[config.mk]
export PLATFORM = sky130hd
export DESIGN_NAME = vbuf_skid_stage
export DESIGN_NICKNAME = d
export VERILOG_FILES = /design/src/rtl/vbuf_skid_stage.sv
export SDC_FILE = /design/constraint.sdc
export NUM_CORES = 1
export LEC_CHECK = 0
export ABC_AREA = 1
export BUFFER_PORTS_ARGS = -buffer_cell sky130_fd_sc_hd__buf_2
export CORE_UTILIZATION = 55
export CTS_CLUSTER_SIZE = 28
export DETAILED_ROUTE_END_ITERATION = 7
export GPL_TIMING_DRIVEN = 0
export PLACE_DENSITY = 0.91
export SLEW_MARGIN = 5
export SYNTH_ARGS = -nofsm -noshare
export SYNTH_HDL_FRONTEND = slang
export SYNTH_SLANG_ARGS = --single-unit
[constraint.sdc]
create_clock -name clk -period 1.85 [get_ports clk]
set_clock_uncertainty 0.05 [all_clocks]
set_input_delay 0.185 -clock clk [delete_from_list [all_inputs] [get_ports clk]]
set_output_delay 0.185 -clock clk [all_outputs]
set_load 0.03 [all_outputs]
[src/rtl/vbuf_skid_stage.sv]
// Two-entry registered skid buffer in front of the VBUF chains; cuts the ready path.
// Optional output transfer counter enabled by defining VBUF_SKID_CNT_EN.
module vbuf_skid_stage #(
  parameter int unsigned WIDTH = 8,
  parameter int unsigned CNT_W = 16
) (
  input  logic             clk,
  input  logic             rst_n,
  input  logic             in_valid,
  output logic             in_ready,
  input  logic [WIDTH-1:0] in_data,
  output logic             out_valid,
  input  logic             out_ready,
  output logic [WIDTH-1:0] out_data
`ifdef VBUF_SKID_CNT_EN
  ,
  output logic [CNT_W-1:0] xfer_cnt
`endif
);

  if (WIDTH < 1 || CNT_W < 1) begin : g_param_check
    $error("vbuf_skid_stage: WIDTH and CNT_W must be at least 1");
  end

  typedef enum logic [1:0] {
    S_EMPTY = 2'd0,
    S_ONE   = 2'd1,
    S_FULL  = 2'd2
  } state_t;

  state_t           r_state;
  state_t           w_state_nxt;
  logic [WIDTH-1:0] r_out_data;
  logic [WIDTH-1:0] r_skid;
  logic [WIDTH-1:0] w_out_data_nxt;
  logic [WIDTH-1:0] w_skid_nxt;
  logic             r_out_valid;
  logic             r_in_ready;
  logic             w_in_fire;
  logic             w_out_fire;

  assign w_in_fire  = in_valid & r_in_ready;
  assign w_out_fire = r_out_valid & out_ready;

  // Next-state and next-data selection
  always_comb begin
    w_state_nxt    = r_state;
    w_out_data_nxt = r_out_data;
    w_skid_nxt     = r_skid;
    case (r_state)
      S_EMPTY: begin
        if (w_in_fire) begin
          w_state_nxt    = S_ONE;
          w_out_data_nxt = in_data;
        end
      end
      S_ONE: begin
        if (w_in_fire && w_out_fire) begin
          w_out_data_nxt = in_data;
        end else if (w_in_fire) begin
          w_state_nxt = S_FULL;
          w_skid_nxt  = in_data;
        end else if (w_out_fire) begin
          w_state_nxt = S_EMPTY;
        end
      end
      S_FULL: begin
        if (w_out_fire) begin
          w_state_nxt    = S_ONE;
          w_out_data_nxt = r_skid;
        end
      end
      default: begin
        w_state_nxt = S_EMPTY;
      end
    endcase
  end

  // Handshake flags are registered decodes of the next state, so they never depend on inputs
  always_ff @(posedge clk or negedge rst_n) begin
    if (!rst_n) begin
      r_state     <= S_EMPTY;
      r_out_data  <= '0;
      r_skid      <= '0;
      r_out_valid <= 1'b0;
      r_in_ready  <= 1'b1;
    end else begin
      r_state     <= w_state_nxt;
      r_out_data  <= w_out_data_nxt;
      r_skid      <= w_skid_nxt;
      r_out_valid <= (w_state_nxt != S_EMPTY);
      r_in_ready  <= (w_state_nxt != S_FULL);
    end
  end

  assign in_ready  = r_in_ready;
  assign out_valid = r_out_valid;
  assign out_data  = r_out_data;

`ifdef VBUF_SKID_CNT_EN
  logic [CNT_W-1:0] r_xfer_cnt;

  // Free-running count of output transfers, wraps naturally
  always_ff @(posedge clk or negedge rst_n) begin
    if (!rst_n) begin
      r_xfer_cnt <= '0;
    end else if (w_out_fire) begin
      r_xfer_cnt <= r_xfer_cnt + CNT_W'(1);
    end
  end

  assign xfer_cnt = r_xfer_cnt;
`endif

endmodule

* Yosys cells after proc, flatten, opt, wreduce, memory -nomap -nowiden
Cells that the tools add are included.
** Operators by class
- Equal/unequal tests :: 6
- Muxes and demuxes :: 10
- Bitwise logic cells :: 3
- Reduce and logical (&&, ||, !) cells :: 6
** Operator list (count)
- 2-to-1 mux 8 bit :: 3
- one-hot mux 8 bit (3 select lines) :: 1
- 2-to-1 mux 2 bit :: 5
- inequality test 2 bit (second input constant) :: 4
- one-hot mux 2 bit (3 select lines) :: 1
- AND reduction 4 bit :: 1
- AND reduction 3 bit :: 1
- nonzero test 3 bit :: 1
- AND 1 bit :: 2
- equality test 2 x 1 -> 1 bit (second input constant) :: 1
- equality test 2 bit (second input constant) :: 1
- logical NOT 2 bit :: 1
- nonzero test 2 bit :: 1
- logical AND 1 bit :: 1
- NOT 1 bit :: 1
** Word-level totals
- Flip-flop bits (word level) :: 20
- Bits of input ports :: 12
- Output and inout port bits :: 10
- Word-level logic and storage cells :: 30

* Longest topological paths before layout
Gate-level depths: netlist of run 1.
- Depth after elaboration :: 6
- Depth in mapped cells :: 6

* Worst setup path after synthesis of run 1
No wires, ideal clock.
- Path kind :: reg2reg
- Start point :: register r_in_ready (netlist: in_ready)
- End point :: register r_skid[0]
- Setup time :: 117 ps
- Arrival :: 1214 ps
- Required time :: 1683 ps
- Path slack :: 470 ps
- Cell stages (with the launch flop) :: 6
- Path buffers :: 0
- Period minus slack after synthesis :: 1380 ps
- Path through :: dfstp_2 nand2_1 nor2_2 nand2_2 nand2_1 nand2_1
** Between the ends
- Word-level cells in the longest chain between the ends :: 4
** RTL lines
- start: declaration :: RTL line 38 : logic r_in_ready;
- start signal: assignment :: RTL line 92 : r_in_ready <= (w_state_nxt != S_FULL);
- AND 1 bit (*) :: RTL line 42 : assign w_in_fire = in_valid & r_in_ready;
- logical AND 1 bit :: RTL line 58 : if (w_in_fire && w_out_fire) begin
- NOT 1 bit (no source line)
- AND reduction 3 bit (no source line) (*)
- end signal: assignment :: RTL line 90 : r_skid <= w_skid_nxt;
- end: declaration :: RTL line 34 : logic [WIDTH-1:0] r_skid;
Mark *: on every way between the ends. The rest lies on a longest branch, timed or not.
A chain may end at the register's enable or synchronous reset.

* Worst setup path in the final report of run 1
- Start point :: register r_in_ready (netlist: in_ready)
- End point :: register r_skid[3]
Same word-level chain as after synthesis.

==> results of run 1 <==
==> where the power goes <==
| group | internal [mW] | switching, mW |
|---|---|---|
| Combinational | 0.306 | 0.735 |
| Clock | 0.120 | 0.133 |
| Sequential | 0.654 | 0.116 |
| Total | 1.08 | 0.983 |
==> logic make-up (layout without fill, tap and decap cells) <==
logic type | after synthesis | after routing | share of synthesized area [%]
buffers and inverters | 8 | 34 | 3.600
AO/OA/AOI/OAI | 2 | 2 | 1.466
flip-flops | 20 | 20 | 53.47
AND/OR/NAND/NOR | 90 | 90 | 41.47
==> Yosys cell counts, types with 2 or more instances <==
cell type  instances
inv_1              4
inv_2              3
nand3_1           16
nand2_2            4
nor2_1             2
nor2_2             3
nand2_1           63
dfrtp_1           19
==> final cells by class <==
type / count / area (sq um)
timing repair buffer: 22 / 115.1
fill: 120 / 431.7
clock buffer: 4 / 36.28
sequential: 20 / 501.7
buffer: 1 / 7.507
multi-input combinational: 92 / 402.9
inverter: 7 / 26.28
tap: 16 / 20.02
==> placed cells by master, fill, tap and decap left out, drive strengths merged <==
cell type	count
inv	7
dfrtp	19
a21oi	1
buf	22
nand2	67
dfstp	1
clkbuf	4
nand3	17
dlygate4sd3	1
o21ai	1
nor2	6
==> worst min-delay path by stage <==
stage          slack (ps)       start  cells past startpoint     endpoint
6_report               90  in_data[2]                      3    r_skid[2]
5_1_grt               100  in_data[3]                      3    r_skid[3]
4_1_cts                90  in_data[6]                      3    r_skid[6]
3_5_place_dp           90       rst_n                      1  out_data[7]
3_3_place_gp           90       rst_n                      1    out_valid
2_1_floorplan        -160       rst_n                      0  out_data[0]
==> flip-flops by register name, indices dropped and copies added, names as in the netlist <==
signal     cells
out_data       8
r_skid         8
r_state        2
in_ready       1
out_valid      1
==> critical path, stage by stage, from the launching register on <==
cell,delay (ps)
dfstp_2,540
nand2_1,80
nor2_2,310
nand2_2,190
nand2_1,100
nand2_1,60
==> routing by layer <==
| metal | vias up | track usage [%] | routed length, microns |
|---|---|---|---|
| met3 | 6 | 3.830 | 71 |
| met4 | 0 | 7.273 | 37 |
| met5 | - | 0 | 0 |
| li1 | 430 | - | - |
| met1 | 390 | 28.81 | 811 |
| met2 | 27 | 37.61 | 900 |
==> metrics by stage <==
stage | utilization, % | hold WS (ps)
finish | 72.00 | 91.02
CTS | 72.00 | 85.74
detailed placement | 68.99 | 94.51
global placement | 68.99 | 90.53
floorplan | - | -160.6
global route | 72.00 | 98.42
==> qor.yml, run 1 <==
cts_resized: 0
row_count: 14
synth-seq-cells: 20
start_util_pct: 60.88
cts_hold_buffers: 1
coreArea_sq_um: 1541
crit_path_start_kind: "flip-flop"
power_density_nw_per_um2: 1859
cp-startpoint: "in_ready"
ys_warn_count: 0
synth_edf_count: 0
post_drt_wl_per_cell_microns: 11.24
endpoint: "r_skid[3]"
postRouteAntennaNets: 0
cts_setup_buffers: 0
synth_top_cell_by_area: "dfrtp_1"
grt_antenna_before_repair: 0
design_area_sq_um: 1110
tightest_slew_ps: 420.1
peakVddDrop_mv: 1.078
viasPerCell: 5.265
setup_viol: 0
grt_max_degree: 21
synthToLayoutAreaGrowth_pct: 18.27
min_path_type: "in -> reg"
track_usage_pct: 22.19
post-place-ws_ps: 434.8
r2r-start: "in_ready"
wl_microns: 1821
final_cells: 162
clk_pin_slew_ps: 110
dr.pass1.iters: 5
drive_above_1_share_pct: 27.40
diodes: 0
synthTopCellsByArea: "dfrtp_1 51%, nand2_1 25%, nand3_1 8.5%"
yosysUniqueCellTypes: 14
worst-setup-path-type: "reg -> reg"
hpwlAfterDp_microns: 1332
p_total_mw: 2.063
synth_top_area_share_pct: 50.67
die-width_microns: 43.31
vias: 853
nNetsFinal: 159
insertion_delay_ps: 300
worstPathRequired_ps: 2000
dp.cells: 157
rr_worst_depth: 5
die_h_microns: 43.31
syn_nets: 132
cts_root_buf: "clkbuf_4"
cts_sinks: 20
hold_viol: 0
reg2reg_to: "r_skid[3]"
grt_pass1_vias: 746
synth_ff_type: "dfrtp_1"
drv_cap: 0
period_share_pct: 76.88
tns_ps: 0
syn_inst: 120
cts.path.max_buffers: 2
slew_headroom_pct: 72.00
gp_congestion: 0.8400
grt_overflow: 0
synthesis.area_sq_um: 938.4
fmaxAchievable_ghz: 0.7031
route.detailed.drc: 0
min_period_ps: 1422
port_buffers: 21
arrival_ps: 1570
grt_setup_unrepaired: "false"
endpoint_kind: "flip-flop"
finalMaxSlewViolations: 0
syn_avg_cell_area_sq_um: 7.820
grt_pass1_wl_microns: 3111
drt-initial-drc-count: 25
ys_seq_area_share_pct: 53.47
r2r_slack_ps: 430
placed_area_sq_um: 1064
cts_made_buffers: 3
leakagePower_nw: 0.6521
htree_levels: 1
crit_fanout: 9
cts_tree: "yes"
fin_ws_ps: 427.6
die-area_sq_um: 1875
ios: 22
status: "complete, no violations"
ys_async_sr_fraction_pct: 100.0
Power figures use the tool's default switching activity.
==> run 2, diff against run 1 <==
- CORE_UTILIZATION: 55 -> 51
- PLACE_DENSITY: 0.91 -> 0.86
- clock period: 1.85 -> 1.4 ns (I/O delays scaled with it)
==> run 2 against run 1 <==
  * Critical endpoint unchanged
  * Non-clock buffer count unchanged
  * Critical path depth unchanged
  * Setup slack worse by 350 ps
  * Total power up 32%
  * Cell area up 1.5%
  * Sequential power up 33%
  * Routed wire length down 1.5%
  * Largest cell class unchanged
  * Clock power up 32%
  * Via count down 4.3%
  * First-iteration DRC count down 32%
  * Highest routed layer unchanged
==> qor.yml, run 2 (synthesis results as in run 1) <==
status: "complete, no violations"
drive_above_1_share_pct: 27.40  # unchanged
crit_fanout: 9  # unchanged
drt-initial-drc-count: 17  # -32%
clk_pin_slew_ps: 110  # about the same
period_share_pct: 94.52  # +18 points
start_util_pct: 54.35  # -6.5 points
viasPerCell: 4.772  # -9.4%
crit_path_start_kind: "flip-flop"
fill_cells: 150  # +25%
cpPeakStageDelay_ps: 540  # about the same
die-width_microns: 44.90  # +3.7%
nNetsFinal: 159  # unchanged
cts.path.max_buffers: 2  # unchanged
peakVddDrop_mv: 1.204  # +12%
min_path_cells: 3  # unchanged
reg2reg_to: "r_skid[3]"
grt_antenna_before_repair: 0  # unchanged
mostFrequentLayoutCells: "63 x nand2_1, 21 x buf_2, 19 x dfrtp_1"
cts_root_buf: "clkbuf_4"
cpMaxStageDelayCell: "dfstp_2"
cts_made_buffers: 3  # unchanged
rr_worst_depth: 5  # unchanged
tightest_slew_ps: 433.1  # +13.04 ps
dr.pass1.iters: 4  # -1
grt_pass1_wl_microns: 3001  # -3.5%
final_cells: 171  # +5.6%
min_to: "r_skid[5]"
synthToLayoutAreaGrowth_pct: 20.00
regArea_sq_um: 501.7  # unchanged
grt_pass1_vias: 734  # -1.6%
multi_input_area_sq_um: 407.9  # +1.2%
grt_overflow: 0  # unchanged
min_path_type: "in -> reg"
ios: 22  # unchanged
worst-setup-path-type: "reg -> reg"
worstPathRequired_ps: 1550  # -450 ps
cts_sinks: 20  # unchanged
post-place-ws_ps: -6.749  # -441.6 ps
arrival_ps: 1480  # -90 ps
finalMaxSlewViolations: 0  # unchanged
port_buffers: 21  # unchanged
crit_top_cell: "nand2_1"
layout_commonest_cell: "nand2_1"
htree_levels: 1  # unchanged
r2r_slack_ps: 80  # -350 ps
diodes: 0  # unchanged
r2r-start: "in_ready"
vias: 816  # -4.3%
insertion_delay_ps: 300  # about the same
min_period_ps: 1323  # -99.04 ps
coreArea_sq_um: 1727  # +12%
crit_chain: "nand2_1 > nor2_4 > nand2_2 > nand2_1 > nand2_1"
power_density_nw_per_um2: 2427  # +31%
wl_microns: 1794  # -1.5%
dp.cells: 166  # +5.7%
endpoint_kind: "flip-flop"
hpwlAfterDp_microns: 1289  # -3.3%
path_delay_family: "simple AND/OR/NAND/NOR gates"
leakagePower_nw: 0.6531  # +0.15%
fin_ws_ps: 76.67  # -351.0 ps
row_count: 15  # +1
die-area_sq_um: 2016  # +7.5%
fmaxAchievable_ghz: 0.7557  # +7.5%
gp_congestion: 0.7587  # -9.7%
hold_viol: 0  # unchanged
slew_headroom_pct: 71.13  # -0.87 points
route.detailed.drc: 0  # unchanged
post_drt_wl_per_cell_microns: 10.49  # -6.7%
cts_tree: "yes"
grt_setup_unrepaired: "false"
drv_cap: 0  # unchanged
track_usage_pct: 20.22  # -2.0 points
die_h_microns: 44.90  # +3.7%
postRouteAntennaNets: 0  # unchanged
critPathBufInv: 0  # unchanged
setup_viol: 0  # unchanged
grt_max_degree: 21  # unchanged
hp-start: "in_data[5]"
run 2: cell counts in the layout (fill, tap and decap cells not counted):
No cell type changed its count.
run 2: worst max path at each step:
| stage | slack (ps) | end | from | depth (start not counted) |
|---|---|---|---|---|
| 2_1_floorplan | 20 | r_skid[0] | in_ready | 5 |
| 3_3_place_gp | 30 | r_skid[3] | in_ready | 5 |
| 3_5_place_dp | -7 | r_skid[3] | in_ready | 5 |
| 4_1_cts | 90 | r_skid[3] | in_ready | 5 |
| 5_1_grt | 20 | r_skid[1] | in_ready | 5 |
| 6_report | 80 | r_skid[3] | in_ready | 5 |
run 2: what timing repair did:
action,in CTS,in global routing
buffers inserted,0,0
resized for setup,1,0
endpoints found under the setup margin,6,0
hold buffers,1,0
hold endpoints to repair,19,0
run 2: per-layer routing:
| metal | up-vias | part of all wire (%) | GRT usage (%) |
|---|---|---|---|
| li1 | 432 | - | - |
| met1 | 370 | 48 | 26.87 |
| met2 | 12 | 49 | 32.94 |
| met3 | 2 | 2.3 | 4.000 |
| met4 | 0 | 0.67 | 7.273 |
| met5 | - | 0 | 0 |
run 2: power breakdown:
part	switching [mW]	leakage, nW	internal (mW)
registers	0.154	0.246	0.864
clock network	0.176	0.0210	0.159
logic	0.972	0.386	0.409
run 2: metrics by stage:
step                cell area, sq um  util [%]  power, mW  hold slack, ps  setup TNS (ps)
finish                          1126     65.22      2.733           29.00               0
detailed placement              1075     62.25      2.394           61.26          -6.749
floorplan                      938.4         -      2.061          -205.6               0
global placement                1075     62.25      2.347           51.31               0
CTS                             1126     65.22      2.744           27.69               0
global route                    1126     65.22      2.979           23.54               0
run 2: layout make-up:
cell class	instances	share of cell area (%)
buffer	1	0.6667
clock buffer	4	3.222
inverter	7	2.333
multi-input combinational	92	36.22
sequential	20	44.56
tap	25	2.778
timing repair buffer	22	10.22
run 2: worst reg2reg max path: stages, from the launching register on:
cell and delay (ps):
dfstp_2 540, nand2_1 100, nor2_4 220, nand2_2 170, nand2_1 90, nand2_1 50
